### config.mk
export PLATFORM = sky130hd
export DESIGN_NAME = pipelined_addsub
export DESIGN_NICKNAME = d
export VERILOG_FILES = /design/src/rtl/pipelined_addsub_pkg.sv /design/src/rtl/addsub_slice.sv /design/src/rtl/pipelined_addsub.sv
export SDC_FILE = /design/constraint.sdc
export NUM_CORES = 1
export LEC_CHECK = 0
export BUFFER_PORTS_ARGS = -buffer_cell sky130_fd_sc_hd__buf_4
export CELL_PAD_IN_SITES_DETAIL_PLACEMENT = 0
export CELL_PAD_IN_SITES_GLOBAL_PLACEMENT = 1
export CORE_ASPECT_RATIO = 1.4
export CORE_MARGIN = 2
export CORE_UTILIZATION = 38
export DETAILED_ROUTE_END_ITERATION = 8
export HOLD_SLACK_MARGIN = 0.06
export PLACE_DENSITY_LB_ADDON = 0.1
export SETUP_SLACK_MARGIN = 0.05
export SLEW_MARGIN = 20
export SYNTH_ARGS = -nofsm -noshare
export SYNTH_HDL_FRONTEND = slang
export SYNTH_SLANG_ARGS = --single-unit
### constraint.sdc
create_clock -name clk -period 3.1 [get_ports clk]
set_input_delay 0.62 -clock clk [delete_from_list [all_inputs] [get_ports clk]]
set_output_delay 0.62 -clock clk [all_outputs]
set_load 0.005 [all_outputs]
### src/rtl/pipelined_addsub_pkg.sv
// Shared types and helpers for the pipelined adder/subtractor.
package pipelined_addsub_pkg;

    // Widest datapath the saturation helpers can describe
    localparam int unsigned MAX_W = 64;

    typedef enum logic {
        OP_ADD = 1'b0,
        OP_SUB = 1'b1
    } op_mode_e;

    // Bits handled by each pipeline slice
    function automatic int unsigned slice_width(input int unsigned width, input int unsigned stages);
        return width / stages;
    endfunction

    // Largest positive two's-complement value of the given width (0x7F..F)
    function automatic logic [MAX_W-1:0] SAT_MAX(input int unsigned width);
        return (MAX_W'(1) << (width - 1)) - MAX_W'(1);
    endfunction

    // Most negative two's-complement value of the given width (0x80..0)
    function automatic logic [MAX_W-1:0] SAT_MIN(input int unsigned width);
        return MAX_W'(1) << (width - 1);
    endfunction

endpackage

### src/rtl/addsub_slice.sv
// Combinational W-bit ripple of full-adder cells; exposes the carry into the
// MSB so the caller can derive signed overflow.
module addsub_slice #(
    parameter int unsigned W = 4
) (
    input  logic [W-1:0] a,
    input  logic [W-1:0] b,
    input  logic         cin,
    output logic [W-1:0] s,
    output logic         cout,
    output logic         c_msb
);

    logic [W:0] c;

    // Ripple carry through one full-adder cell per bit
    always_comb begin
        c    = '0;
        s    = '0;
        c[0] = cin;
        for (int i = 0; i < int'(W); i++) begin
            s[i]     = a[i] ^ b[i] ^ c[i];
            c[i + 1] = (a[i] & b[i]) | (c[i] & (a[i] ^ b[i]));
        end
        cout  = c[W];
        c_msb = c[W-1];
    end

endmodule

### src/rtl/pipelined_addsub.sv
// Pipelined two's-complement adder/subtractor, STAGES carry-ripple slices with
// one global enable. Optional macro ADDSUB_SAT_EN: saturate on signed overflow.
module pipelined_addsub
    import pipelined_addsub_pkg::*;
#(
    parameter int unsigned WIDTH  = 8,
    parameter int unsigned STAGES = 2
) (
    input  logic             clk,
    input  logic             rst_n,
    input  logic             in_valid,
    output logic             in_ready,
    input  logic [WIDTH-1:0] a,
    input  logic [WIDTH-1:0] b,
    input  logic             sub,
    output logic             out_valid,
    input  logic             out_ready,
    output logic [WIDTH-1:0] sum,
    output logic             cout,
    output logic             ovf
);

    localparam int unsigned SLICE = slice_width(WIDTH, STAGES);
    localparam int unsigned LAST  = STAGES - 1;

    op_mode_e         op;
    logic             en;
    logic [WIDTH-1:0] bx_in;

    // Per-stage register taps, indexed by stage
    logic [STAGES-1:0]            valid_t;
    logic [STAGES-1:0]            carry_t;
    logic [STAGES-1:0]            cout_t;
    logic [STAGES-1:0]            ovf_t;
    logic [STAGES-1:0][WIDTH-1:0] a_t;
    logic [STAGES-1:0][WIDTH-1:0] bx_t;
    logic [STAGES-1:0][WIDTH-1:0] sum_t;
    logic                         unused_taps;

    // Operand conditioning, global enable and output wiring
    always_comb begin
        op        = sub ? OP_SUB : OP_ADD;
        bx_in     = b ^ {WIDTH{op == OP_SUB}};
        out_valid = valid_t[LAST];
        sum       = sum_t[LAST];
        cout      = cout_t[LAST];
        ovf       = ovf_t[LAST];
        in_ready  = !out_valid || out_ready;
        en        = in_ready;
    end

    // Last-stage operand/carry copies and early-stage flags are never consumed
    assign unused_taps = ^{a_t, bx_t, carry_t, cout_t, ovf_t};

    for (genvar k = 0; k < int'(STAGES); k++) begin : g_stage
        logic             src_valid;
        logic             src_cin;
        logic [WIDTH-1:0] src_a;
        logic [WIDTH-1:0] src_bx;
        logic [WIDTH-1:0] src_sum;
        logic [SLICE-1:0] sl_s;
        logic             sl_cout;
        logic             sl_cmsb;
        logic             valid_d, valid_q;
        logic             carry_d, carry_q;
        logic             cout_d, cout_q;
        logic             ovf_d, ovf_q;
        logic [WIDTH-1:0] a_d, a_q;
        logic [WIDTH-1:0] bx_d, bx_q;
        logic [WIDTH-1:0] sum_d, sum_q;

        if (k == 0) begin : g_head
            // Stage 0 works on live operands; the mode bit is the carry-in
            always_comb begin
                src_valid = in_valid && in_ready;
                src_cin   = sub;
                src_a     = a;
                src_bx    = bx_in;
                src_sum   = '0;
            end
        end else begin : g_body
            // Later stages work on the operation delayed in the previous stage
            always_comb begin
                src_valid = valid_t[k-1];
                src_cin   = carry_t[k-1];
                src_a     = a_t[k-1];
                src_bx    = bx_t[k-1];
                src_sum   = sum_t[k-1];
            end
        end

        addsub_slice #(
            .W (SLICE)
        ) u_slice (
            .a     (src_a[k*SLICE +: SLICE]),
            .b     (src_bx[k*SLICE +: SLICE]),
            .cin   (src_cin),
            .s     (sl_s),
            .cout  (sl_cout),
            .c_msb (sl_cmsb)
        );

        // Merge this slice into the partial result and derive the flags
        always_comb begin
            valid_d                 = src_valid;
            carry_d                 = sl_cout;
            a_d                     = src_a;
            bx_d                    = src_bx;
            sum_d                   = src_sum;
            sum_d[k*SLICE +: SLICE] = sl_s;
            cout_d                  = sl_cout;
            ovf_d                   = sl_cmsb ^ sl_cout;
`ifdef ADDSUB_SAT_EN
            if ((k == LAST) && ovf_d) begin
                sum_d = src_a[WIDTH-1] ? WIDTH'(SAT_MIN(WIDTH)) : WIDTH'(SAT_MAX(WIDTH));
            end
`endif
        end

        // Stage register: loads only on the global enable
        always_ff @(posedge clk) begin
            if (!rst_n) begin
                valid_q <= 1'b0;
                carry_q <= 1'b0;
                cout_q  <= 1'b0;
                ovf_q   <= 1'b0;
                a_q     <= '0;
                bx_q    <= '0;
                sum_q   <= '0;
            end else if (en) begin
                valid_q <= valid_d;
                carry_q <= carry_d;
                cout_q  <= cout_d;
                ovf_q   <= ovf_d;
                a_q     <= a_d;
                bx_q    <= bx_d;
                sum_q   <= sum_d;
            end
        end

        assign valid_t[k] = valid_q;
        assign carry_t[k] = carry_q;
        assign cout_t[k]  = cout_q;
        assign ovf_t[k]   = ovf_q;
        assign a_t[k]     = a_q;
        assign bx_t[k]    = bx_q;
        assign sum_t[k]   = sum_q;
    end

endmodule
==> summary.md, run 1 <==
| Metric | Value |
|---|---|
| Comb pwr share | `21.1%` |
| Psw | `0.183 mW` |
| Clk Latency, worst-skew pair | `0.26 ns` |
| Worst Slack Setup Final | `0.935 ns` |
| Via Count | `882` |
| Initial antenna violation count | `0` |
| Nets | `184` |
| Global-route wire length before repair | `3630 um` |
| Diode count | `0` |
| Syn avg cell area | `9.83 um^2` |
| Crit Path Max Fanout | `8` |
| Synth cell types | `22` |
| Most frequent cells in the layout | `nand2_1, buf_4, dfxtp_1` |
| CP Launch Type | `input pin` |
| Outcome | `completed` |
| H-tree depth | `1` |
| Full die area | `0.00374 mm^2` |
| DR vias/cell | `4.55` |
| Rows | `24` |
| Internal Power | `0.525 mW` |
| Final setup violating endpoints | `0` |
| Post-route ant nets | `0` |
| Hold Path Depth | `2` |
| PnR Total Power | `0.708 mW` |
| Max Buffers Root-to-Sink | `2` |
| Sw frac | `25.8%` |
| Total Routing Usage GR | `12.7%` |
| Sequential area share after synthesis | `40.4%` |
| DP Cell Count | `190` |
| DR iter-0 viols | `16` |
| R2R depth | `9` |
| Area occupied by multi-input gates | `618 um^2` |
| Max-slew violations | `0` |
| R2R setup slack | `0.95 ns` |
| Synth Instances | `126` |
| Buf+Inv Stages, Crit Path | `3` |
| Routability cong. | `0.648` |
| Post-Route Hold Slack | `0.463 ns` |
| Core Util, Final | `48.3%` |
| Crit path cell chain | `buf_4, mux2_2, fa_1, inv_1, fa_1, inv_1, fa_1, nand2_1, a21boi_2` |
| Total stage count of the critical path | `9` |
| Skew final | `0.00635 ns` |
| Rel. slew slack | `84.8%` |
| # DRC | `0` |
| Syn Std Cell Area | `0.00124 mm^2` |
| Die height | `71.6 um` |
| Max Cap Viol | `0` |
| CTS root buf | `clkbuf_8` |
| Critical hold path startpoint | `sum[3]$_SDFFE_PN0N_` |
| Clock power share | `26.4%` |
| Lkg Pwr | `0.692 nW` |
| CP peak stage delay | `0.48 ns` |
| Share of cells above drive strength 1 | `32.3%` |
| Grt total ovfl | `0` |
| CP most frequent cell | `fa_1` |
| TritonCTS clock tree | `done` |
| Hold buffers post-CTS | `0` |
| CP max-delay cell | `fa_1` |
| Synth Register Bits | `25` |
| Worst R2R End | `sum[7]$_SDFFE_PN0N_` |
| R2r startpoint | `g_stage[0].carry_q$_SDFFE_PN0N_` |
| Layout Area Growth over Synthesis | `21.7%` |
| Clock transition at the registers of the reported paths | `0.09 ns` |
| FF+latch area | `500 um^2` |
| Peak VDD IR | `0.000263 V` |
| Vias in the first global route | `805` |
| DP Worst Slack | `0.652 ns` |
| Post_cts resized | `0` |
| RSZ-0062 raised after global routing | `no` |
| Syn nets | `154` |
| Post-CTS Setup Bufs | `0` |
| Routed length per instance | `11.3 um` |
| Data arrival time of the worst path | `2.36 ns` |
| Tightest Pin Transition | `0.229 ns` |
| Drt total wl | `2190 um` |
| CP Data Required Time | `3.30 ns` |
| Kind of critical path | `in2reg` |
| Fin Setup TNS | `0 ns` |
| Period minus WS final | `2.16 ns` |
| I/O pins | `33` |
| Fill cells | `318` |
| Max Fclk | `462 MHz` |
| IO Port Bufs | `32` |
| Post-Layout Inst Area | `0.00151 mm^2` |
| Final std cells w/o fill | `194` |
| Final Hold Violating Endpoints | `0` |
| Yosys warning total | `0` |
| Core area | `0.00312 mm^2` |
| Worst Hold End | `sum[3]$_SDFFE_PN0N_` |
| Power per cell area | `470 mW/mm^2` |
| Flop pwr share | `52.5%` |
| Number of CTS-inserted buffers | `3` |
| Final period utilization | `69.8%` |
| Hpwl dp | `1650 um` |
| Starting Density | `39.7%` |
| TritonRoute pass-1 iters | `4` |
| CP Capture Type | `flop` |
| Type of the tightest min-delay check | `reg2reg` |
| Sinks on Clock Net | `25` |
| Delay-heaviest family, CP | `adder cells` |
| Die Wd | `52.3 um` |
| Largest net degree at the start of global routing | `35` |
| Placed standard-cell area | `0.00146 mm^2` |
[layout make-up]
class,count,area share [%]
timing repair buffer,33,16.4
multi-input combinational,82,41.0
tap,39,3.24
inverter,11,3.07
clock buffer,3,2.74
clock inverter,1,0.332
sequential,25,33.2
[registers in the layout, summed over array words and instances (netlist names)]
| register | cells |
|---|---|
| g_stage.carry_q | 1 |
| g_stage.bx_q | 4 |
| out_valid | 1 |
| g_stage.a_q | 4 |
| g_stage.valid_q | 1 |
| g_stage.sum_q | 4 |
| cout | 1 |
| sum | 8 |
| ovf | 1 |
[power by group through the flow]
stage / registers [mW] / clock network (mW) / logic (mW)
floorplan: 0.377 / 0 / 0.0939
global placement: 0.378 / 0 / 0.149
detailed placement: 0.379 / 0 / 0.153
CTS: 0.372 / 0.195 / 0.153
global route: 0.376 / 0.211 / 0.170
finish: 0.372 / 0.187 / 0.149
[logic make-up (layout without fill, tap and decap cells)]
| family | after synthesis | after routing | share of synthesized area [%] |
|---|---|---|---|
| simple gates | 36 | 36 | 11.9 |
| compound gates | 29 | 29 | 19.4 |
| flops | 25 | 25 | 40.4 |
| buf+inv | 19 | 48 | 9.70 |
| xor+xnor | 9 | 9 | 6.36 |
| fa+ha+maj | 7 | 7 | 11.3 |
| mux | 1 | 1 | 0.909 |
[cells in the mapped netlist]
master    number  share of area (%)
nor2b_4        1                1.1
dfxtp_1       25                 40
a21oi_1        5                2.0
xor2_1         2                1.4
o21ai_0        3                1.2
buf_2          2               0.81
o211a_1        4                3.2
a21boi_0       4                2.4
inv_1         10                3.0
nand2_1       33                 10
nand3_1        2               0.81
o21a_1         1               0.61
mux2_2         1               0.91
clkbuf_1       1               0.30
buf_4          1               0.61
a21boi_2      10                9.1
xnor2_1        7                4.9
o21ai_1        2               0.81
buf_6          2                1.8
inv_6          1               0.71
buf_8          2                2.4
fa_1           7                 11
[layer usage]
layer	routed length (um)	vias to the layer above	part of all wire [%]	global-route usage [%]
met4	22	0	1.0	5.13
met2	1040	26	47	20.1
met1	1020	397	46	17.6
li1	-	457	-	-
met5	0	-	0	0
met3	113	2	5.2	1.46
[worst min-delay path: cells and delay by family (launching register included)]
| family | cells | cell delay [ns] |
|---|---|---|
| DFF | 1 | 0.32 |
| and+or+nand+nor | 1 | 0.06 |
| AOI/OAI and AO/OA | 1 | 0.04 |
[worst max path at each step]
| stage | from | slack, ns | to |
|---|---|---|---|
| after floorplan | sub | 0.74 | g_stage[0].sum_q[3]$_SDFFE_PN0N_ |
| after global placement | sub | 0.71 | g_stage[0].sum_q[3]$_SDFFE_PN0N_ |
| after detailed placement | sub | 0.65 | g_stage[0].sum_q[3]$_SDFFE_PN0N_ |
| after CTS | sub | 0.93 | g_stage[0].sum_q[3]$_SDFFE_PN0N_ |
| after global routing | g_stage[0].carry_q$_SDFFE_PN0N_ | 0.83 | sum[7]$_SDFFE_PN0N_ |
| final | sub | 0.94 | g_stage[0].sum_q[3]$_SDFFE_PN0N_ |
No activity file was read; power rests on OpenSTA's default activity.
==> run 2: changes to the inputs <==
--- a/config.mk
+++ b/config.mk
@@ -10,7 +10,7 @@
 export CELL_PAD_IN_SITES_GLOBAL_PLACEMENT = 1
 export CORE_ASPECT_RATIO = 1.4
 export CORE_MARGIN = 2
-export CORE_UTILIZATION = 38
+export CORE_UTILIZATION = 35
 export DETAILED_ROUTE_END_ITERATION = 8
 export HOLD_SLACK_MARGIN = 0.06
 export PLACE_DENSITY_LB_ADDON = 0.1
==> constraint.sdc (replaced) <==
create_clock -name clk -period 1.8 [get_ports clk]
set_input_delay 0.36 -clock clk [delete_from_list [all_inputs] [get_ports clk]]
set_output_delay 0.36 -clock clk [all_outputs]
set_load 0.005 [all_outputs]
==> run 2 against run 1 <==
Against the previous run: the flow now finishes with violations (negative setup slack); largest cell class unchanged; final cell count up 2.6%; flip-flop and latch count unchanged; setup slack lost 1.2 ns; critical endpoint is now sum[7]$_SDFFE_PN0N_; global-route usage grew 0.53 points.
==> summary.md, run 2 (synthesis results as in run 1) <==
| Metric | Value |
|---|---|
| Outcome | `finished with violations` |
| Failing checks | `negative setup slack` |
| RSZ-0062 raised after global routing | `yes` |
| Max Fclk | `481 MHz` |
| Comb pwr share | `22.1% (+1.0 points)` |
| Number of CTS-inserted buffers | `3 (unchanged)` |
| Core Util, Final | `46.5% (-1.8 points)` |
| Die Wd | `54.3 um (+3.9%)` |
| Most frequent cells in the layout | `buf_4, nand2_1, dfxtp_1` |
| Global-route wire length before repair | `3850 um (+6.1%)` |
| Max Cap Viol | `0 (unchanged)` |
| CP Capture Type | `flop` |
| CTS root buf | `clkbuf_8` |
| Sinks on Clock Net | `25 (unchanged)` |
| Data arrival time of the worst path | `2.29 ns (-0.07 ns)` |
| Fill cells | `340 (+6.9%)` |
| Layout Area Growth over Synthesis | `26.9%` |
| GR Layer Usage met2 | `19.5% (-0.57 points)` |
| Hold buffers post-CTS | `0 (unchanged)` |
| Post-Route Hold Slack | `0.342 ns (-0.121 ns)` |
| Share of cells above drive strength 1 | `43.4% (+11 points)` |
| Diode count | `0 (unchanged)` |
| Vias in the first global route | `900 (+12%)` |
| Initial antenna violation count | `0 (unchanged)` |
| Type of the tightest min-delay check | `in2reg` |
| Max-slew violations | `0 (unchanged)` |
| Peak VDD IR | `0.000353 V (+34%)` |
| Crit Path Max Fanout | `2 (-6)` |
| Routed length per instance | `11.0 um (-2.8%)` |
| Final setup violating endpoints | `4 (+4)` |
| TritonCTS clock tree | `done` |
| Commonest non-fill, non-tap cell in the layout | `buf_4` |
| Core area | `0.00338 mm^2 (+8.2%)` |
| Max Buffers Root-to-Sink | `2 (unchanged)` |
| Internal Power | `0.921 mW (+75%)` |
| Clk Latency, worst-skew pair | `0.27 ns (about the same)` |
| Total Routing Usage GR | `13.3% (+0.53 points)` |
| Largest net degree at the start of global routing | `35 (unchanged)` |
| DR iter-0 viols | `15 (-1)` |
| Flop pwr share | `51.3% (-1.2 points)` |
| CP Launch Type | `flop` |
| Skew final | `0.00693 ns (+0.000580 ns)` |
| Post-route ant nets | `0 (unchanged)` |
| Routability cong. | `0.685 (+5.8%)` |
| Worst Slack Setup Final | `-0.278 ns (-1.21 ns)` |
| Die height | `74.4 um (+4.0%)` |
| Tightest Pin Transition | `0.228 ns (-0.000284 ns)` |
| Drt total wl | `2180 um (-0.27%)` |
| Most Crowded Layer GR | `met2` |
| Clock power share | `26.6% (+0.2 points)` |
| Power per cell area | `793 mW/mm^2 (+69%)` |
| # DRC | `0 (unchanged)` |
| Period minus WS final | `2.08 ns` |
| H-tree depth | `1 (unchanged)` |
| Post-Layout Inst Area | `0.00157 mm^2 (+4.2%)` |
| Met1 Resource Use GR | `17.9% (+0.22 points)` |
| Psw | `0.326 mW (+79%)` |
| Starting Density | `36.7% (-3.0 points)` |
| Rows | `25 (+4.2%)` |
| I/O pins | `33 (unchanged)` |
| Full die area | `0.00404 mm^2 (+8.0%)` |
| IO Port Bufs | `32 (unchanged)` |
| FF+latch area | `504 um^2 (+0.75%)` |
| Final period utilization | `115%` |
| Clock transition at the registers of the reported paths | `0.09 ns (about the same)` |
| Sw frac | `26.2% (+0.37 points)` |
| Lkg Pwr | `0.716 nW (+3.5%)` |
| Max FFs per register | `8 (unchanged)` |
| Nets | `188 (+2.2%)` |
| Rel. slew slack | `84.7% (about the same)` |
| Via Count | `895 (+1.5%)` |
| DR vias/cell | `4.50 (-1.1%)` |
| TritonRoute pass-1 iters | `4 (unchanged)` |
| Grt total ovfl | `0 (unchanged)` |
| Placed standard-cell area | `0.00151 mm^2 (+3.4%)` |
| Hpwl dp | `1580 um (-4.1%)` |
| Kind of critical path | `reg2reg` |
| M3 GR Usage | `2.61% (+1.2 points)` |
| Final Hold Violating Endpoints | `0 (unchanged)` |
| Area occupied by multi-input gates | `647 um^2 (+4.7%)` |
| CP Data Required Time | `2.02 ns (-1.28 ns)` |
run 2: worst paths after layout:
kind              depth (start not counted)                              to                       startpoint  slack (ns)
setup / recovery                          9             sum[7]$_SDFFE_PN0N_  g_stage[0].carry_q$_SDFFE_PN0N_       -0.28
hold / removal                            3  g_stage[0].a_q[4]$_SDFFE_PN0N_                             a[4]        0.34
setup reg to reg                          9             sum[7]$_SDFFE_PN0N_  g_stage[0].carry_q$_SDFFE_PN0N_       -0.28
hold reg to reg                           2                ovf$_SDFFE_PN0N_                 ovf$_SDFFE_PN0N_        0.46
run 2: critical path: stages, from the launching register on:
cell and delay [ns]:
dfxtp_2 0.34, fa_2 0.38, inv_2 0.06, fa_2 0.18, inv_2 0.04, fa_2 0.35
inv_2 0.06, fa_2 0.41, nand2_1 0.06, o211a_1 0.13
run 2: area by class of cell:
class	count	area share, %
repair buffers	37	17.7
well taps	40	3.18
multi-input cells	82	41.2
clock buffers	3	2.63
inverters	11	2.95
clock inverters	1	0.318
flip-flops and latches	25	32.1
run 2: stage by stage:
step | TNS, ns | total power, mW | worst slack, ns | cells
final | -0.627 | 1.25 | -0.278 | 199
after global routing | -0.983 | 1.34 | -0.367 | 199
after CTS | -0.556 | 1.26 | -0.291 | 199
after detailed placement | -1.01 | 0.928 | -0.321 | 195
after global placement | -0.899 | 0.924 | -0.267 | 195
after floorplan | -0.562 | 0.824 | -0.207 | 126
run 2: layer usage:
| metal | up-vias | wire length, um | part of all wire (%) |
|---|---|---|---|
| li1 | 465 | - | - |
| met1 | 399 | 1020 | 47 |
| met2 | 26 | 982 | 45 |
| met3 | 5 | 122 | 5.6 |
| met4 | 0 | 56 | 2.6 |
| met5 | - | 0 | 0 |
run 2: power by group through the flow:
stage	Clock (mW)	Sequential (mW)	Combinational [mW]
floorplan	0	0.651	0.173
global placement	0	0.651	0.273
detailed placement	0	0.653	0.274
CTS	0.346	0.641	0.276
global route	0.372	0.649	0.320
finish	0.331	0.640	0.275
run 2: timing repair:
action                     CTS  global route
setup buffers                0             0
gates cloned                 0             0
pin swaps                    1             0
setup endpoints to repair    5             6
gates resized for setup      0             4
==> run 3: changes to the inputs <==
==> constraint.sdc (replaced) <==
create_clock -name clk -period 1.8 [get_ports clk]
set_input_delay 0.18 -clock clk [delete_from_list [all_inputs] [get_ports clk]]
set_output_delay 0.18 -clock clk [all_outputs]
set_load 0.005 [all_outputs]
==> run 3 against run 2 <==
Against the previous run: the flow still finishes with violations (negative setup slack); register-to-register slack worse by 0.02 ns; utilization hardly changed; global-route usage fell by 0.092 points; setup slack got worse by 0.017 ns.
==> summary.md, run 3 (synthesis results as in run 1) <==
| Metric | Value |
|---|---|
| Power per cell area | `793 mW/mm^2 (about the same)` |
| Post-route ant nets | `0 (unchanged)` |
| Fill cells | `338 (-0.59%)` |
| Skew final | `0.00236 ns (-0.00457 ns)` |
| Max Fclk | `477 MHz (-0.79%)` |
| Clk Latency, worst-skew pair | `0.26 ns (about the same)` |
| Max Buffers Root-to-Sink | `2 (unchanged)` |
| Die Wd | `54.3 um (unchanged)` |
| Number of CTS-inserted buffers | `3 (unchanged)` |
| Most frequent cells in the layout | `buf_4, nand2_1, dfxtp_1` |
| Diode count | `0 (unchanged)` |
| H-tree depth | `1 (unchanged)` |
| Data arrival time of the worst path | `2.31 ns (+0.02 ns)` |
| Crit path cell chain | `fa_2, inv_2, fa_2, inv_2, fa_2, inv_2, fa_2, nand2_2, o211a_1` |
| PnR Total Power | `1.24 mW (-0.14%)` |
| Starting Density | `36.7% (unchanged)` |
| Clock transition at the registers of the reported paths | `0.08 ns (about the same)` |
| Rel. slew slack | `84.3% (-0.42 points)` |
| CP Data Required Time | `2.01 ns (about the same)` |
| Drt total wl | `2290 um (+4.9%)` |
| CP peak stage delay | `0.43 ns (+0.02 ns)` |
| Initial antenna violation count | `0 (unchanged)` |
| Kind of critical path | `reg2reg` |
| Layout Area Growth over Synthesis | `26.8% (about the same)` |
| Final setup violating endpoints | `3 (-1)` |
| CP Capture Type | `flop` |
| CTS root buf | `clkbuf_8` |
| Commonest non-fill, non-tap cell in the layout | `buf_4` |
| DR iter-0 viols | `32 (+17)` |
| # DRC | `0 (unchanged)` |
| Routability cong. | `0.692 (+1.1%)` |
| CP Launch Type | `flop` |
| Max-slew violations | `0 (unchanged)` |
| Largest net degree at the start of global routing | `35 (unchanged)` |
| Core area | `0.00338 mm^2 (unchanged)` |
| DR vias/cell | `4.50 (about the same)` |
| Worst Slack Setup Final | `-0.295 ns (-0.0166 ns)` |
| Outcome | `finished with violations` |
| Core Util, Final | `46.5% (about the same)` |
| Grt total ovfl | `0 (unchanged)` |
| Type of the tightest min-delay check | `in2reg` |
| Via Count | `899 (+0.45%)` |
| Delay-heaviest family, CP | `adder cells` |
| IO Port Bufs | `32 (unchanged)` |
| Max Cap Viol | `0 (unchanged)` |
| TritonRoute pass-1 iters | `4 (unchanged)` |
| Routed length per instance | `11.5 um (+4.4%)` |
| Vias in the first global route | `893 (-0.78%)` |
| Share of cells above drive strength 1 | `43.1% (-0.27 points)` |
| Rows | `25 (unchanged)` |
| CP max-delay cell | `fa_2` |
| Nets | `189 (+0.53%)` |
| Final Hold Violating Endpoints | `0 (unchanged)` |
| I/O pins | `33 (unchanged)` |
| Crit Path Max Fanout | `2 (unchanged)` |
| Tightest Pin Transition | `0.236 ns (+0.00743 ns)` |
| Final period utilization | `116% (+0.92 points)` |
| CP most frequent cell | `fa_2` |
| TritonCTS clock tree | `done` |
| Lkg Pwr | `0.711 nW (-0.82%)` |
| Peak VDD IR | `0.000310 V (-12%)` |
| Full die area | `0.00404 mm^2 (unchanged)` |
| Max FFs per register | `8 (unchanged)` |
| Global-route wire length before repair | `3880 um (+0.70%)` |
| Die height | `74.4 um (unchanged)` |
| Period minus WS final | `2.09 ns (+0.0166 ns)` |
| Buf+Inv Stages, Crit Path | `3 (unchanged)` |
| Failing checks | `negative setup slack` |
| RSZ-0062 raised after global routing | `yes` |
| Total Routing Usage GR | `13.2% (-0.092 points)` |
| Sinks on Clock Net | `25 (unchanged)` |
-- run 3: timing repair --
item / in CTS / in global routing
hold buffers: 0 / 0
hold endpoints to repair: 0 / 0
setup buffers: 0 / 1
endpoints found under the setup margin: 4 / 5
pin swaps: 0 / 3
resized for setup: 2 / 6
-- run 3: worst paths after layout --
path                                        start                             end  slack [ns]  cells past startpoint
setup / recovery  g_stage[0].carry_q$_SDFFE_PN0N_             sum[7]$_SDFFE_PN0N_       -0.29                      9
hold reg to reg               sum[4]$_SDFFE_PN0N_             sum[4]$_SDFFE_PN0N_        0.46                      2
setup reg to reg  g_stage[0].carry_q$_SDFFE_PN0N_             sum[7]$_SDFFE_PN0N_       -0.29                      9
hold / removal                               a[7]  g_stage[0].a_q[7]$_SDFFE_PN0N_        0.17                      3
-- run 3: final cells by class --
type | instances | area, um^2 | share of cell area, %
sequential | 25 | 504 | 32.1
multi-input combinational | 82 | 639 | 40.7
inverter | 11 | 46.3 | 2.95
clock buffer | 4 | 45.0 | 2.87
tap | 40 | 50.0 | 3.19
timing repair buffer | 38 | 285 | 18.2
-- run 3: routing by layer --
metal	vias to the layer above	track usage, %	routed length, um
met1	409	17.4	1060
met3	2	1.81	95
met2	22	21.0	1120
li1	466	-	-
met4	0	5.83	25
met5	-	0	0
-- run 3: metrics by stage --
stage / cells / hold slack, ns / TNS, ns / setup slack, ns / instance area [um^2]
global placement: 195 / 0.446 / -0.527 / -0.212 / 1510
floorplan: 126 / 0.320 / -0.289 / -0.177 / 1260
CTS: 199 / 0.161 / -0.528 / -0.277 / 1550
global route: 200 / 0.161 / -0.780 / -0.364 / 1570
detailed placement: 195 / 0.453 / -0.806 / -0.281 / 1510
finish: 200 / 0.170 / -0.515 / -0.295 / 1570
-- run 3: tightest hold or removal path: stages --
cell and delay, ns:
buf_4 0.10, nand2_1 0.06, a21boi_2 0.05
-- run 3: power breakdown --
part / switching [mW] / internal (mW)
registers: 0.0296 / 0.610
clock network: 0.167 / 0.158
logic: 0.123 / 0.157
